### src/rtl/regfile_wb_scheduler.sv
// Register file write-port scheduler: busy-bit scoreboard, load/ALU
// writeback arbitration with ALU anti-starvation, registered write stage.
//
// Ports:
//   clk_cpu, reset_n     clock, async active-low reset
//   issue_*              decode request; issue_stall holds it
//   alu_* / ld_*         writeback requesters; *_ready marks a transfer
//   wr_adrs/data/en      registered register file write port
//   busy                 scoreboard, one bit per register (bit 0 always 0)
//   wb_err               sticky: writeback hit a non-busy register
module regfile_wb_scheduler #(
   parameter int N_REGS       = 32,
   parameter int STARVE_LIMIT = 3
) (
   input  logic              clk_cpu,
   input  logic              reset_n,
   input  logic              issue_valid,
   input  logic [4:0]        issue_rs,
   input  logic [4:0]        issue_rt,
   input  logic [4:0]        issue_rd,
   input  logic              issue_rd_en,
   output logic              issue_stall,
   input  logic              alu_valid,
   input  logic [4:0]        alu_adrs,
   input  logic [31:0]       alu_data,
   output logic              alu_ready,
   input  logic              ld_valid,
   input  logic [4:0]        ld_adrs,
   input  logic [31:0]       ld_data,
   output logic              ld_ready,
   output logic [4:0]        wr_adrs,
   output logic [31:0]       wr_data,
   output logic              wr_en,
   output logic [N_REGS-1:0] busy,
   output logic              wb_err
);

   localparam int CW = (STARVE_LIMIT < 1) ? 1 : $clog2(STARVE_LIMIT + 1);
   localparam logic [CW-1:0] LIM = CW'(STARVE_LIMIT);

   logic [N_REGS-1:0] busy_q, busy_d;
   logic [4:0]        wr_adrs_q, wr_adrs_d;
   logic [31:0]       wr_data_q, wr_data_d;
   logic              wr_en_q, wr_en_d;
   logic              wb_err_q, wb_err_d;
   logic [CW-1:0]     starve_q, starve_d;

   logic              alu_win, ld_win, grant;
   logic [4:0]        g_adrs;
   logic [31:0]       g_data;
   logic              accept;
   logic              g_live;

   always_comb begin
      issue_stall = issue_valid &
                    (busy_q[issue_rs] | busy_q[issue_rt] |
                     (issue_rd_en & busy_q[issue_rd]));
      accept  = issue_valid & ~issue_stall & issue_rd_en &
                (issue_rd != 5'd0);
      alu_win = alu_valid & (~ld_valid | (starve_q == LIM));
      ld_win  = ld_valid & ~alu_win;
      grant   = alu_win | ld_win;
      g_adrs  = alu_win ? alu_adrs : ld_adrs;
      g_data  = alu_win ? alu_data : ld_data;
   end

   assign alu_ready = alu_win;
   assign ld_ready  = ld_win;

   // A bit being cleared by the write already in the output stage no
   // longer counts as in flight, so a second writeback to the same
   // register right behind it is flagged.
   assign g_live = busy_q[g_adrs] &
                   ~(wr_en_q & (wr_adrs_q == g_adrs));

   always_comb begin
      busy_d    = busy_q;
      wr_en_d   = 1'b0;
      wr_adrs_d = wr_adrs_q;
      wr_data_d = wr_data_q;
      wb_err_d  = wb_err_q;
      starve_d  = starve_q;

      if (wr_en_q) busy_d[wr_adrs_q] = 1'b0;
      // Set after clear so a same-edge set wins.
      if (accept) busy_d[issue_rd] = 1'b1;
      busy_d[0] = 1'b0;

      if (grant) begin
         wr_en_d   = (g_adrs != 5'd0);
         wr_adrs_d = g_adrs;
         wr_data_d = g_data;
         if ((g_adrs != 5'd0) && !g_live) wb_err_d = 1'b1;
      end

      if (alu_win) starve_d = '0;
      else if (alu_valid && starve_q != LIM)
         starve_d = starve_q + 1'b1;
   end

   always_ff @(posedge clk_cpu or negedge reset_n) begin
      if (!reset_n) begin
         busy_q    <= '0;
         wr_en_q   <= 1'b0;
         wr_adrs_q <= '0;
         wr_data_q <= '0;
         wb_err_q  <= 1'b0;
         starve_q  <= '0;
      end else begin
         busy_q    <= busy_d;
         wr_en_q   <= wr_en_d;
         wr_adrs_q <= wr_adrs_d;
         wr_data_q <= wr_data_d;
         wb_err_q  <= wb_err_d;
         starve_q  <= starve_d;
      end
   end

   assign busy    = busy_q;
   assign wr_en   = wr_en_q;
   assign wr_adrs = wr_adrs_q;
   assign wr_data = wr_data_q;
   assign wb_err  = wb_err_q;

endmodule

### config.mk
export PLATFORM = sky130hd
export DESIGN_NAME = regfile_wb_scheduler
export DESIGN_NICKNAME = d
export VERILOG_FILES = /design/src/rtl/regfile_wb_scheduler.sv
export SDC_FILE = /design/constraint.sdc
export NUM_CORES = 1
export LEC_CHECK = 0
export BUFFER_PORTS_ARGS = -buffer_cell sky130_fd_sc_hd__buf_4
export CAP_MARGIN = 10
export CORE_AREA = 8 8 126 128
export DETAILED_ROUTE_END_ITERATION = 8
export DIE_AREA = 0 0 134 136
export SYNTH_ARGS = -nofsm -noshare
export SYNTH_HDL_FRONTEND = slang
export SYNTH_SLANG_ARGS = --single-unit
### constraint.sdc
create_clock -name clk_cpu -period 3 [get_ports clk_cpu]
set_input_delay 0.3 -clock clk_cpu [delete_from_list [all_inputs] [get_ports clk_cpu]]
set_output_delay 0.3 -clock clk_cpu [all_outputs]
set_load 0.03 [all_outputs]
# --- Word level (Yosys, flattened, before mapping) ---
# Index checks and enable logic that the tools add are counted.
op_classes:
  eq_ne: 3
  reduce_logical: 9
  mux: 19
  bitwise: 20
  n_lt_le_gt_ge: 7
  addsub: 1
ops:
  columns: ["operator", "n"]
  rows:
  - ["$mux W32", 3]
  - ["$and A32 B32 Y32", 1]
  - ["$not A32 Y32", 1]
  - ["$or A32 B32 Y32", 1]
  - ["$lt A5 B6 Y1 const B", 5]
  - ["$bmux W1 S5", 4]
  - ["$demux W1 S5", 2]
  - ["$ge A5 B1 Y1 const B", 2]
  - ["$reduce_bool A5 Y1", 2]
  - ["$and A1 B1 Y1", 9]
  - ["$mux W1", 7]
  - ["$eq A5 B5 Y1", 1]
  - ["$mux W5", 1]
  - ["$logic_and A1 B1 Y1", 4]
  - ["$mux W2", 2]
  - ["$not A1 Y1", 4]
  - ["$or A1 B1 Y1", 4]
  - ["$add A2 B1 Y2 const B", 1]
  - ["$eq A2 B2 Y1 const B", 1]
  - ["$ne A2 B2 Y1 const B", 1]
  - ["$reduce_and A2 Y1", 1]
  - ["$reduce_bool A2 Y1", 1]
  - ["$logic_not A1 Y1", 1]
totals:
  elab_cells: 65
  register_bits: 72
  input_bits: 95

# --- Logic depth before layout (Yosys ltp) ---
depth:
  ltp_word: 11
  depth_mapped: 10
  depth_no_buf: 9

# --- Worst setup path before layout ---
# No wires, ideal clock.
synth_timing:
  path_type: "input to output"
  startpoint: "input issue_rt[1]"
  endpoint: "output issue_stall"
  setup_slack_ns: 0.278
  n_path_buf: 2
  arrival_time_ns: 2.422
  stages: 8
  cell_sequence: "clkbuf_1 -> buf_1 -> mux2i_1 -> nand3_1 -> nand3_1 -> o21ai_0 -> a2111oi_4 -> a21boi_0"
synth_between:
  elab_chain_cells: 5
synth_rtl:
  columns: ["element", "line", "source"]
  rows:
  - ["from (decl)", "19", "input logic [4:0] issue_rt,"]
  - ["$bmux W1 S5", "56", "(busy_q[issue_rs] | busy_q[issue_rt] |"]
  - ["$mux W1 (not written as such)", "56", null]
  - ["$or A1 B1 Y1 (2 in series)", "56", null]
  - ["$and A1 B1 Y1", "55", "issue_stall = issue_valid &"]
  - ["to (decl)", "22", "output logic issue_stall,"]
# Every way passes these cells. The select of a mux whose other input is x is not followed.

# --- Worst setup path after layout ---
layout_timing:
  startpoint: "register busy_q[12] (netlist: busy[12])"
  endpoint: "output issue_stall"
layout_between:
  elab_chain_cells: 5
layout_rtl:
  columns: ["element", "line", "source"]
  rows:
  - ["from (decl)", "41", "logic [N_REGS-1:0] busy_q, busy_d;"]
  - ["from (signal assigned)", "110", "busy_q <= busy_d;"]
  - ["$bmux W1 S5 (on tied branches)", "56, 57", null]
  - ["$mux W1 (on tied branches)", "56, 57", null]
  - ["$or A1 B1 Y1 / $and A1 B1 Y1 (equally long branches)", "56, 57", null]
  - ["$or A1 B1 Y1 *", "56", null]
  - ["$and A1 B1 Y1 *", "55", null]
# Every way passes the cells marked *; elsewhere a longest branch is shown, timed or not. The select of a mux whose other input is x is not followed.

==> reports/metrics.csv <==
stage,metric,value,unit
floorplan,core-area,14000,um2
layout,nets,818,
clock_network,cts_num_sinks,72,
global_routing,antenna_found_initial,0,
placement,place.gp.congestion,0.988,
clock_network,max-clock-path-buffers,2,
detailed_routing,routed_wl,18600,um
sta,relSlewSlack,0.376,
synthesis,synth_ff_type,dfrtp_1,
layout,drive_above_1_share,0.312,
placement,io_buffers,167,
critical_path,worstPathRequired,2.70,ns
power,cellPowerDensity,780,nW/um2
floorplan,io_pins,169,
sta,finalSetupTns,0,ns
synthesis,synth-seq-area-share,0.378,
layout,final_area,6630,um2
floorplan,placementRows,44,
sta,fin_skew,0.00806,ns
clock_network,path_clk_slew,0.06,ns
power,cellLeakagePower,0.00302,uW
power,p_comb_frac,0.440,
global_routing,grt_overflow,0,
detailed_routing,ant_nets,0,
synthesis,ys_types,49,
detailed_routing,dr_total_vias,5311,
layout,regArea,1800,um2
layout,utilization,0.472,
layout,area_delta_synth_final,38.9,%
placement,hpwlAfterDp,14100,um
critical_path,start_kind,flip-flop,
global_routing,grt_pass1_wl,29200,um
floorplan,die-area,18200,um2
layout,multiInputGateArea,2640,um2
clock_network,cts_tree,done,
layout,final_cell_mix,"buf_4 (186), dfrtp_1 (70), o21ai_0 (69)",
synthesis,synth_warnings,0,
clock_network,clk_latency,0.34,ns
power,clkPwrFrac,0.257,
global_routing,grt_pass1_vias,5387,
critical_path,crit_fanout,6,
sta,whs,0.0953,ns
sta,finalCritPeriodShare,0.952,
clock_network,numCtsBuffers,9,
power,p_sw_frac,0.405,
power,ir_drop,0.283,mV
sta,tightest_slew,0.935,ns
clock_network,cts-root-buf,clkbuf_16,
detailed_routing,drt_first_pass_iters,7,
layout,n_antenna_cell,0,
sta,hold_viol_final,0,
placement,dpl-instance-area,6250,um2
detailed_routing,drt_iter0_drc,434,
synthesis,synth.avg_cell_area,8.49,um2
synthesis,syn-instance-count,562,
global_routing,track_usage,0.202,
synthesis,synth_edf_count,0,
synthesis,async_flop_share,1.00,
flow_run,cap_violations,0,
outcome,status,finished clean,
sta,layout_min_cycle_time,2.86,ns
detailed_routing,detail_route.drc_violations,0,
synthesis,synth_area,4770,um2
global_routing,grt_start_max_net_pins,94,
sta,clock.fmax,0.350,GHz
floorplan,dieWidth,134,um
sta,finalMaxSlewViolations,0,
layout,fill_cells,1349,
critical_path,worst_ep_arrival_time,2.56,ns
power,p_seq_frac,0.302,
power,p_sw,2090,uW
worst_hold_path,holdCritPathClass,input port to async pin,
power,intPower,3070,uW
clock_network,hold_buffers,0,
sta,rsz0062_at_grt,false,
layout,final_common_cell,buf_4,
critical_path,r2r_slack,0.18,ns
sta,finalSetupViolCount,0,
synthesis,synthesis.nets,658,
critical_path,crit_path_end_kind,primary output,
synthesis,ys_seq_elements,72,
detailed_routing,avgViaCountPerCell,5.83,
floorplan,die_y,136,um
floorplan,start_util,0.340,
critical_path,path_class,flip-flop to primary output,
clock_network,htree_levels,3,
detailed_routing,wl_per_cell,20.4,um
==> flip-flops by register name, summed over array words and instances (netlist names) <==
| signal | flops |
|---|---|
| starve_q | 2 |
| wr_en | 1 |
| wb_err | 1 |
| wr_adrs | 5 |
| busy | 31 |
| wr_data | 32 |
==> kinds of logic (layout without fill, tap and decap cells) <==
group / count (synthesis) / count (layout) / synth area share
AOI/OAI and AO/OA: 222 / 222 / 0.279
and+or+nand+nor: 117 / 117 / 0.116
buffers and inverters: 86 / 251 / 0.0690
DFF: 72 / 72 / 0.378
muxes: 62 / 62 / 0.154
adders and majority gates: 1 / 1 / 0.00262
other: 1 / 1 / 0.000786
xor gates and xnor gates: 1 / 1 / 0.00184
==> cell usage after synthesis (2+ instances only) <==
cell type | count | share of area
o2111ai_1 | 2 | 0.0037
a222oi_1 | 3 | 0.0063
mux4_2 | 8 | 0.038
mux2i_1 | 44 | 0.092
a31oi_1 | 36 | 0.047
nand3b_1 | 3 | 0.0047
o22ai_1 | 43 | 0.056
o211ai_1 | 5 | 0.0079
nand2_1 | 18 | 0.014
nand2b_1 | 3 | 0.0039
inv_1 | 48 | 0.038
buf_2 | 2 | 0.0021
o311ai_0 | 3 | 0.0055
dfrtp_1 | 72 | 0.38
nor3_1 | 7 | 0.0073
o2bb2ai_1 | 2 | 0.0037
nand3_1 | 19 | 0.020
o21ai_0 | 69 | 0.072
nor2_1 | 47 | 0.037
or3_1 | 3 | 0.0039
mux2_2 | 10 | 0.024
nor3b_1 | 2 | 0.0031
buf_1 | 2 | 0.0016
nand4_1 | 3 | 0.0039
a21boi_0 | 2 | 0.0031
nor2b_1 | 5 | 0.0066
a22oi_1 | 3 | 0.0047
a21oi_1 | 44 | 0.046
clkbuf_1 | 32 | 0.025
or3b_2 | 3 | 0.0055
==> metrics by stage <==
step           std cells  setup slack, ns  total power, uW
3_5_place_dp         894            0.181             3820
5_1_grt              911           0.0303             5430
4_1_cts              911           0.0887             5180
3_3_place_gp         894            0.240             3790
2_1_floorplan        562            0.278             2760
6_report             911            0.143             5170
==> layer usage <==
| metal | global-route usage | wire [um] | up-vias |
|---|---|---|---|
| met5 | 0 | 0 | - |
| met4 | 0.0823 | 478 | 0 |
| met3 | 0.0843 | 2480 | 42 |
| met2 | 0.307 | 8150 | 337 |
| met1 | 0.249 | 7500 | 2518 |
| li1 | - | - | 2414 |
==> critical path, stage by stage (launching register included) <==
cell,delay (ns)
dfrtp_1,0.45
mux4_2,0.51
mux4_2,0.46
inv_1,0.07
nand2_1,0.08
a2111oi_4,0.37
a21boi_1,0.11
buf_4,0.18
==> power by group through the flow <==
stage                     sequential, uW  combinational [uW]  clock [uW]
after floorplan                     1960                 800           0
after global placement              1540                2240           0
after detailed placement            1560                2250           0
after CTS                           1550                2270        1360
after global routing                1590                2450        1390
final                               1560                2270        1330
==> timing repair <==
item,in CTS,in global routing
setup buffers,1,0
pin swaps,1,0
gates resized for setup,0,3
setup endpoints to repair,1,1
endpoints found under the hold margin,0,0
==> final timing paths <==
path	from	end	cells after the start
min in group clk_cpu	alu_data[9]	wr_data[9]$_DFFE_PN0P_	3
max in group asynchronous	reset_n	busy[6]$_DFF_PN0_	1
max	busy[12]$_DFF_PN0_	issue_stall	7
min	reset_n	wr_data[24]$_DFFE_PN0P_	1
min reg2reg	starve_q[1]$_DFFE_PN0P_	starve_q[1]$_DFFE_PN0P_	1
max reg2reg	busy[12]$_DFF_PN0_	busy[11]$_DFF_PN0_	8
==> final cells by class <==
class | count | share of cell area
Multi-Input combinational cell | 404 | 0.399
Sequential cell | 72 | 0.272
Timing Repair Buffer | 186 | 0.211
Clock buffer | 11 | 0.0366
Tap cell | 184 | 0.0347
Inverter | 49 | 0.0278
Clock inverter | 5 | 0.0193
No activity file was read; power rests on OpenSTA's default activity.
